<file path="src/rtl/regfile_pkg.sv">
// regfile_pkg: shared defaults and clear-FSM state encoding for regfile_autoclear
package regfile_pkg;
  localparam int WIDTH = 32;
  localparam int ADDR_BITS = 5;
  localparam int NUM_REGS = 2 ** ADDR_BITS;
  typedef enum logic {IDLE, CLEAR} state_t;
endpackage

</file>
<file path="src/rtl/regfile_clear_fsm.sv">
// regfile_clear_fsm: sequences zero-writes over regs 1..NUM_REGS-1, drives Busy and ClearDone
module regfile_clear_fsm
  import regfile_pkg::*;
#(
  parameter int ADDR_BITS = regfile_pkg::ADDR_BITS
) (
  input  logic                 Clk,
  input  logic                 Reset,
  input  logic                 ClearReq,
  output logic                 Busy,
  output logic                 ClearDone,
  output logic                 clr_we,
  output logic [ADDR_BITS-1:0] clr_addr
);
  state_t state, state_n;
  logic [ADDR_BITS-1:0] index, index_n;
  logic done, done_n, last;
  assign last = &index;
  // state, index and done pulse registers; reset starts a clear sequence
  always_ff @(posedge Clk or posedge Reset)
    if (Reset) begin
      state <= CLEAR;
      index <= ADDR_BITS'(1);
      done  <= 1'b0;
    end else begin
      state <= state_n;
      index <= index_n;
      done  <= done_n;
    end
  // next state: index parks at 1 outside CLEAR so it never wraps or reaches reg 0
  always_comb begin
    state_n = (state == IDLE) ? (ClearReq ? CLEAR : IDLE) : (last ? IDLE : CLEAR);
    index_n = (state == CLEAR && !last) ? index + 1'b1 : ADDR_BITS'(1);
    done_n  = (state == CLEAR) && last;
  end
  // outputs to the array write mux and the status pins
  always_comb begin
    Busy      = (state == CLEAR);
    clr_we    = (state == CLEAR);
    clr_addr  = index;
    ClearDone = done;
  end
endmodule

</file>
<file path="src/rtl/regfile_autoclear.sv">
// regfile_autoclear: 2R1W register file with hardware clear sequence; REGFILE_BYPASS_EN enables write-to-read bypass
module regfile_autoclear
  import regfile_pkg::*;
#(
  parameter int WIDTH     = regfile_pkg::WIDTH,
  parameter int ADDR_BITS = regfile_pkg::ADDR_BITS
) (
  input  logic                 Clk,
  input  logic                 Reset,
  input  logic [ADDR_BITS-1:0] ReadRegister1,
  input  logic [ADDR_BITS-1:0] ReadRegister2,
  output logic [WIDTH-1:0]     ReadData1,
  output logic [WIDTH-1:0]     ReadData2,
  input  logic [ADDR_BITS-1:0] WriteRegister,
  input  logic [WIDTH-1:0]     WriteData,
  input  logic                 RegWrite,
  input  logic                 ClearReq,
  output logic                 Busy,
  output logic                 ClearDone
);
  localparam int NREGS = 2 ** ADDR_BITS;
  logic [WIDTH-1:0] regs [NREGS];
  logic clr_we, user_we;
  logic [ADDR_BITS-1:0] clr_addr;
  regfile_clear_fsm #(.ADDR_BITS(ADDR_BITS)) u_fsm (
    .Clk      (Clk),
    .Reset    (Reset),
    .ClearReq (ClearReq),
    .Busy     (Busy),
    .ClearDone(ClearDone),
    .clr_we   (clr_we),
    .clr_addr (clr_addr)
  );
  assign user_we = RegWrite && !Busy && !ClearReq && (WriteRegister != '0);
  // array has no reset; the clear sequence owns the write port while busy
  always_ff @(posedge Clk)
    if (clr_we) regs[clr_addr] <= '0;
    else if (user_we) regs[WriteRegister] <= WriteData;
`ifdef REGFILE_BYPASS_EN
  logic byp_en;
  assign byp_en = RegWrite && !Busy && (WriteRegister != '0);
  assign ReadData1 = (ReadRegister1 == '0) ? '0 :
                     (byp_en && ReadRegister1 == WriteRegister) ? WriteData : regs[ReadRegister1];
  assign ReadData2 = (ReadRegister2 == '0) ? '0 :
                     (byp_en && ReadRegister2 == WriteRegister) ? WriteData : regs[ReadRegister2];
`else
  assign ReadData1 = (ReadRegister1 == '0) ? '0 : regs[ReadRegister1];
  assign ReadData2 = (ReadRegister2 == '0) ? '0 : regs[ReadRegister2];
`endif
endmodule

</file>
<file path="config.mk">
export PLATFORM = sky130hd
export DESIGN_NAME = regfile_autoclear
export DESIGN_NICKNAME = d
export VERILOG_FILES = /design/src/rtl/regfile_pkg.sv /design/src/rtl/regfile_clear_fsm.sv /design/src/rtl/regfile_autoclear.sv
export SDC_FILE = /design/constraint.sdc
export NUM_CORES = 1
export LEC_CHECK = 0
export CAP_MARGIN = 20
export CELL_PAD_IN_SITES_DETAIL_PLACEMENT = 2
export CELL_PAD_IN_SITES_GLOBAL_PLACEMENT = 2
export CORE_ASPECT_RATIO = 1.5
export CORE_MARGIN = 10
export CORE_UTILIZATION = 50
export DETAILED_ROUTE_END_ITERATION = 8
export PLACE_DENSITY_LB_ADDON = 0.3
export SLEW_MARGIN = 20
export SYNTH_ARGS = -nofsm -noshare
export SYNTH_HDL_FRONTEND = slang
export SYNTH_SLANG_ARGS = --single-unit
</file>
<file path="constraint.sdc">
create_clock -name Clk -period 11.6 [get_ports Clk]
set_input_delay 2.32 -clock Clk [delete_from_list [all_inputs] [get_ports Clk]]
set_output_delay 2.32 -clock Clk [all_outputs]
set_load 0.005 [all_outputs]
</file>
# After elaboration in Yosys (flattened, before gate mapping)
# Memories as Yosys holds them, arrays and structs flattened.
# Index checks and enable logic that the tools add are counted.
# Widths: inputs -> output; s select.
[totals]
inputBits = 51
latchBits = 0
romBits = 0
mem_bits_rw = 1024
wordCells = 32
memories = 1
reg_bits = 7
[memory_table]
columns = ["name", "words", "width", "rd", "rd_clocked_by_memory_dff", "write_ports", "line", "source"]
rows = [
  ["regs", 32, 32, 2, 0, 1, "regfile_autoclear.sv:22", "logic [WIDTH-1:0] regs [NREGS];"],
]
[op_classes]
div_mod_pow = 0
shift = 0
reduce_logical = 13
n_addsub = 1
bitwise = 0
n_mux = 14
magnitude_cmp = 0
eq_ne = 0
mul = 0
[op_table]
columns = ["operator", "count"]
rows = [
  ["$mux 32", 3],
  ["$reduce_or 32->1", 1],
  ["$logic_not 5->1", 2],
  ["$mux 5", 2],
  ["$mux 1", 9],
  ["$add 5x1->5 const B", 1],
  ["$logic_and 1x1->1", 5],
  ["$reduce_and 5->1", 1],
  ["$reduce_bool 5->1", 1],
  ["$logic_not 1->1", 3],
]

# Depth between registers and ports, before layout
# Gate-level depths: netlist of the first run.
[logic_depth]
ltp_word = 9
mapped_depth = 7
mapped_depth_nobuf = 5

# Hierarchy
# A second synthesis of the first run with hierarchy kept.
[unflattened]
cells_unflattened = 2379
hier_area_um2 = 47800.8
[modules_own_cells]
columns = ["module", "cells_each", "instances", "area_per_inst_um2"]
rows = [
  ["regfile_autoclear", 2353, 1, 47479.3],
  ["regfile_clear_fsm", 26, 1, 321.6],
]

# Worst setup path before layout of the first run
# No wires, ideal clock.
[synth_path]
path_type = "input -> register"
from = "in WriteRegister[4]"
to = "mem regs[19][0], enable pin"
path_slack_ns = 4.481
required_time_ns = 11.098
arrival_time_ns = 6.617
cell_stages = 4
path_buffers = 0
path_cell_list = "or4_4 > o21a_1 > o32a_4 > nor4_1"
[synth_via]
elab_chain_cells = 7
elab_cells_between_ends = 8
[synth_rtl]
columns = ["element", "line", "source"]
rows = [
  ["from (decl)", "regfile_autoclear.sv:14", "input logic [ADDR_BITS-1:0] WriteRegister,"],
  ["$reduce_bool 5->1", "regfile_autoclear.sv:34", "assign user_we = RegWrite && !Busy && !ClearReq && (WriteRegister != '0);"],
  ["$logic_and 1x1->1", "regfile_autoclear.sv:34", ""],
  ["$mux 1", "regfile_autoclear.sv:38", "else if (user_we) regs[WriteRegister] <= WriteData;"],
  ["$mux 1", "regfile_autoclear.sv:37", "if (clr_we) regs[clr_addr] <= '0;"],
  ["$mux 1 (not written as such)", "regfile_autoclear.sv:38", ""],
  ["$reduce_or 32->1 (no line)", "n/a", ""],
  ["$mux 5 (no line) / $mux 1 (equally long branches)", "n/a", ""],
  ["to (decl)", "regfile_autoclear.sv:22", ""],
]
# Parallel ways exist; a longest one is shown, timed or not.

# Worst setup path after layout of the first run
[layout_path]
from = "in ReadRegister1[4]"
to = "out ReadData1[6]"
[layout_via]
elab_chain_cells = 2
elab_cells_between_ends = 3
[layout_rtl]
columns = ["element", "line", "source"]
rows = [
  ["from (decl)", "regfile_autoclear.sv:10", "input logic [ADDR_BITS-1:0] ReadRegister1,"],
  ["$mem_v2 32x32 / $logic_not 5->1 (equally long branches)", "n/a", ""],
  ["$mux 32 (*)", "regfile_autoclear.sv:47", "assign ReadData1 = (ReadRegister1 == '0) ? '0 : regs[ReadRegister1];"],
  ["to (decl)", "regfile_autoclear.sv:12", "output logic [WIDTH-1:0] ReadData1,"],
]
# Every way passes the cells marked *; elsewhere a longest branch is shown, timed or not.

==> results of run 1 <==
synth_stat cells, drive strengths merged, types with 2 or more instances:
library cell,n
edfxtp,1024
mux4,448
mux2i,131
o21ai,117
clkbuf,106
buf,104
nor2b,69
a211oi,64
a22oi,64
a311oi,64
mux2,64
a221oi,48
and2,37
nand2,37
nor2,27
o2111ai,16
inv,8
nor3,8
nor4,8
a21oi,5
dfrtp,5
nand2b,4
a31oi,3
or4,3
a32oi,2
and3,2
dfstp,2
ha,2
o211ai,2
or2,2
state kept, by name (all words and copies together), names as in the netlist:
register,cells
regs,1024
u_fsm.Busy,1
u_fsm.ClearDone,1
u_fsm.clr_addr,5
logic make-up (layout without fill, tap and decap cells):
group                    count (synthesis)  in the layout  synth area share [%]
flip-flops                            1031           1031                  64.5
AO/OA/AOI/OAI                          388            388                  5.80
buffers and inverters                  218            394                  2.02
AND/OR/NAND/NOR                        203            203                  2.33
adder cells (fa/ha/maj)                  2              2                0.0522
other                                    0              1                     0
multiplexers                           643            643                  25.3
XOR/XNOR                                 2              2                0.0365
how the worst min path moves through the flow:
stage / end / slack [ns]
floorplan: u_fsm.clr_addr[0] / 0.44
global placement: u_fsm.clr_addr[0] / 0.47
finish: u_fsm.clr_addr[0] / 0.52
CTS: u_fsm.clr_addr[0] / 0.51
global route: u_fsm.clr_addr[0] / 0.54
detailed placement: u_fsm.clr_addr[0] / 0.49
layer usage:
metal	global-route usage (%)	vias to the layer above	part of all wire [%]
li1	-	11000	-
met1	39.7	16300	33
met2	55.7	2332	50
met3	7.02	638	9.7
met4	22.2	6	7.1
met5	0	-	0.016
where the power goes:
part	switching (mW)	internal (mW)
Combinational	0.960	0.519
Clock	1.53	1.97
Sequential	0.161	4.41
Total	2.65	6.91
final cells by class:
class                           count  area, um2  area share, %
Clock buffer                      109       2560           4.71
Inverter                            8       32.5         0.0599
Timing Repair Buffer              201       1890           3.48
Tap cell                         1269       1590           2.93
Multi-Input combinational cell   1238      16400           30.3
Antenna cell                        1       2.50        0.00461
Clock inverter                     76        838           1.54
Sequential cell                  1031      30900           57.0
worst register-to-register path, delay by kind of cell, from the launching register on:
family          cells  cell delay [ns]
flops               1             0.43
compound gates      3             2.18
simple gates        1             0.58
buf+inv             2             1.11
per-stage QoR:
step | utilization (%) | area (um2) | worst slack (ns)
finish | 56.8 | 54300 | 2.63
global route | 56.8 | 54300 | 2.66
CTS | 56.8 | 54200 | 2.70
detailed placement | 53.2 | 50800 | 2.70
global placement | 53.1 | 50700 | 2.59
floorplan | - | 48000 | 4.48
==> flow_summary_export.csv, run 1 <==
group,metric,value,unit
timing,slew_violations,0,
global_route,grt-ovfl-total,0,
logic_synthesis,yosysWarnings,0,
logic_synthesis,synth.area.top_cells,"edfxtp_1 (64%), mux4_2 (21%), mux2i_1 (2.7%), mux2_2 (1.5%), a311oi_1 (1.2%)",
critical_path,crit_fanout,33,
routing,wl_per_cell,46.6,um
cells_and_area,final.fill_count,7691,
routing,firstDrtPassIters,5,
critical_path,cpPeakStageDelay,1.07,ns
critical_path,crit_end,"ReadData1[6]",
cells_and_area,layout_commonest_cell,"edfxtp_1",
critical_path,criticalPathCategory,"input pin to output port",
clocking,path_clk_slew,0.07,ns
routing,drc_errors,0,
place,gp_congestion,0.833,
global_route,antenna_found_initial,10,
cells_and_area,layout_common_cells,"edfxtp_1 (1024), mux4_2 (448), mux2i_1 (131)",
floorplan,die_y,399,um
pwr,power.total,9.55,mW
clocking,clk_path_buf_depth,3,
place,dp_hpwl,106,mm
clocking,cts_tree,"yes",
critical_path,rr_worst_depth,6,
timing,hold_viol,0,
clocking,cts_made_buffers,99,
clocking,clock_latency,0.73,ns
cells_and_area,design.final.nets,2632,
critical_path,ff2ff_setup_slack,6.88,ns
timing,hold_ws,0.519,ns
pwr,p_leak,17.9,nW
global_route,grt_pass1_vias,32800,
place,port-buffer-count,116,
critical_path,cp_cell_sequence,"buf_2, or2_2, buf_4, or4_2, o21ai_0, a311oi_1, clkdlybuf4s50_1",
floorplan,ios,117,
cells_and_area,drive_gt1_share,32.0,%
critical_path,critPathLaunch,"ReadRegister1[4]",
logic_synthesis,async_flop_share,0.679,%
critical_path,r2r-end,"regs[10][30]",
logic_synthesis,synth_edf_count,1024,
logic_synthesis,synth_top_cell_by_area,"edfxtp_1",
timing,fin_crit_sh,77.3,%
critical_path,worst-path-stages,7,
min_path,min_from,"u_fsm.clr_addr[0]",
min_path,holdPathStages,1,
logic_synthesis,synth-main-ff-cell,"edfxtp_1",
critical_path,critPathBufInv,3,
logic_synthesis,synth-seq-cells,1031,
logic_synthesis,yosys.area.top_type_share,64.1,%
timing,grt_setup_unrepaired,"false",
critical_path,path_delay_family,"buffers and inverters",
timing,relSlewSlack,16.0,%
routing,vias_per_cell,7.69,
routing,vias,30200,
floorplan,die_area,0.109,mm2
timing,fin_setup_tns,0,ns
logic_synthesis,ys_seq_area_share,64.5,%
floorplan,die_w,273,um
critical_path,critical_path_arrival,6.65,ns
timing,worstMarginPinSlew,1.26,ns
floorplan,initial_core_util,50.2,%
clocking,cts_setup_buffers,0,
job,maxCapViolCount,0,
global_route,grtUsageTotal,33.7,%
floorplan,core-area,0.0955,mm2
critical_path,endpoint_kind,"output port",
critical_path,worstSetupStartpointType,"input pin",
logic_synthesis,syn_nets,2540,
pwr,powerDensity,176,mW/mm2
status,status,"finished, final reports clean",
pwr,peakVddDrop,0.000149,V
cells_and_area,area_growth,13.1,%
critical_path,cp.required,9.28,ns
timing,fin_crit,8.97,ns
clocking,cts_hold_buffers,0,
floorplan,row_count,139,
critical_path,r2r-start,"u_fsm.Busy",
logic_synthesis,synth_cell_type_count,45,
logic_synthesis,syn_area,0.0480,mm2
global_route,grt_pass1_wl,258,mm
clocking,cts_num_sinks,1031,
place,place.detailed.instances,3746,
timing,setup-violations-final,0,
timing,fin_worst_skew,0.0293,ns
clocking,clock-root-buffer,"clkbuf_16",
routing,routed_wl,183,mm
min_path,holdCritPathClass,"flop to flop",
global_route,grt_max_degree,128,
critical_path,crit_slowest_cell,"or4_2",
logic_synthesis,synthCells,2487,
routing,ant_nets,0,
clocking,cts_resized,0,
timing,fmax,0.112,GHz
routing,drt_iter0_drc,4140,
clocking,cts_max_level,3,
cells_and_area,finalNonFillerCells,3933,
logic_synthesis,syn_area_per_cell,19.3,um2
No activity file was read; power rests on OpenSTA's default activity.
==> run 2, diff against run 1 <==
Settings changed: CORE_UTILIZATION 50 to 49.
Clock period 11.6 ns to 8.5 ns, I/O delays scaled along.
==> run 2 against run 1 <==
Against the previous run:
- cell area rose by 0.15%
- highest routed layer unchanged
- die area up 1.9%
- flip-flop and latch count did not move
- largest power group unchanged
- global-route usage about the same
- clock power increased by 34%
- register-to-register slack lost 3.0 ns
- worst setup slack got worse by 1.2 ns
==> flow_summary_export.csv, run 2 (synthesis gave the netlist of run 1 again) <==
group,metric,value,unit
status,status,"finished, final reports clean",
place,place.detailed.instances,3780,
min_path,holdCritPathClass,"flop to flop",
critical_path,critPathLaunch,"ReadRegister1[3]",
cells_and_area,antenna_cells,0,
critical_path,crit_end,"ReadData1[0]",
timing,relSlewSlack,16.7,%
cells_and_area,finalNonFillerCells,3965,
critical_path,rr_worst_depth,6,
cells_and_area,final.fill_count,7962,
clocking,clock-root-buffer,"clkbuf_16",
timing,fin_worst_skew,0.0216,ns
floorplan,row_count,140,
clocking,cts_made_buffers,99,
critical_path,cp.required,6.80,ns
pwr,p_leak,17.9,nW
global_route,antenna_found_initial,9,
cells_and_area,layout_commonest_cell,"edfxtp_1",
routing,firstDrtPassIters,5,
place,pre_cts_ws,1.49,ns
floorplan,ios,117,
floorplan,initial_core_util,49.3,%
global_route,grt_pass1_vias,32900,
clocking,cts_hold_buffers,0,
place,place_area,0.0510,mm2
timing,fin_crit_sh,83.3,%
place,gp_congestion,0.853,
routing,vias,30300,
cells_and_area,fin_util,55.9,%
clocking,cts_resized,0,
floorplan,core-area,0.0972,mm2
global_route,grt_pass1_wl,262,mm
timing,worst_slack,1.42,ns
clocking,clk_path_buf_depth,3,
timing,slew_violations,0,
clocking,cts_tree,"yes",
clocking,cts_setup_buffers,0,
cells_and_area,design.final.nets,2657,
critical_path,worstSetupStartpointType,"input pin",
routing,wl_per_cell,47.2,um
clocking,clock_latency,0.72,ns
critical_path,endpoint_kind,"output port",
timing,fin_setup_tns,0,ns
clocking,cts_max_level,3,
timing,worstMarginPinSlew,1.25,ns
global_route,grt_max_degree,109,
critical_path,ff2ff_setup_slack,3.84,ns
cells_and_area,fin_area,0.0543,mm2
clocking,path_clk_slew,0.06,ns
critical_path,r2r-end,"regs[10][3]",
routing,routed_wl,187,mm
job,maxCapViolCount,0,
timing,hold_viol,0,
floorplan,die_area,0.111,mm2
pwr,power.total,13.0,mW
cells_and_area,largest-register,"regs",
cells_and_area,area_growth,13.3,%
timing,hold_ws,0.496,ns
critical_path,criticalPathCategory,"input pin to output port",
global_route,grtUsageTotal,33.7,%
routing,drc_errors,0,
global_route,grt-ovfl-total,0,
place,dp_hpwl,109,mm
critical_path,critical_path_arrival,5.38,ns
routing,drt_iter0_drc,4456,
timing,fmax,0.141,GHz
critical_path,crit_fanout,22,
pwr,powerDensity,239,mW/mm2
cells_and_area,layout_common_cells,"edfxtp_1 (1024), mux4_2 (448), mux2i_1 (131)",
routing,ant_nets,0,
floorplan,die_y,403,um
cells_and_area,largest_reg_flops,1024,
place,port-buffer-count,116,
routing,vias_per_cell,7.63,
timing,grt_setup_unrepaired,"false",
critical_path,r2r-start,"u_fsm.Busy",
clocking,cts_num_sinks,1031,
pwr,peakVddDrop,0.000287,V
timing,setup-violations-final,0,
floorplan,die_w,275,um
cells_and_area,drive_gt1_share,31.9,%
timing,fin_crit,7.08,ns
-- run 2: where the power goes --
group          internal, mW  switching, mW  leakage [nW]  total (mW)
combinational         0.725           1.34          6.13        2.06
clock                  2.64           2.04          1.62        4.68
sequential             6.02          0.220          10.2        6.24
total                  9.38           3.60          17.9        13.0
-- run 2: worst min path at each step --
stage / cells past startpoint / endpoint / start
floorplan: 1 / u_fsm.clr_addr[0] / u_fsm.clr_addr[0]
global placement: 1 / u_fsm.clr_addr[0] / u_fsm.clr_addr[0]
detailed placement: 1 / u_fsm.clr_addr[0] / u_fsm.clr_addr[0]
CTS: 1 / u_fsm.clr_addr[0] / u_fsm.clr_addr[0]
global route: 1 / u_fsm.clr_addr[0] / u_fsm.clr_addr[0]
finish: 1 / u_fsm.clr_addr[0] / u_fsm.clr_addr[0]
-- run 2: cell type report --
cell class	count	area, um2	share of cell area, %
sequential	1031	30900	56.9
multi-input combinational	1238	16400	30.2
clock buffer	123	2700	4.96
timing repair buffer	226	2080	3.82
tap	1278	1600	2.94
clock inverter	61	621	1.14
inverter	8	32.5	0.0599
-- run 2: layer usage --
layer  part of all wire (%)  global-route usage, %  routed length, um
met4                    7.2                   21.6              13500
met3                     10                   7.80              18900
met2                     49                   54.2              91500
met5                  0.044                      0                 83
met1                     34                   40.5              63100
-- run 2: worst max-delay path, stage by stage --
cell and delay (ns):
buf_2 0.58, nor2b_4 1.13, buf_4 0.36, a22oi_1 0.12, a311oi_1 0.78, clkdlybuf4s50_1 0.67
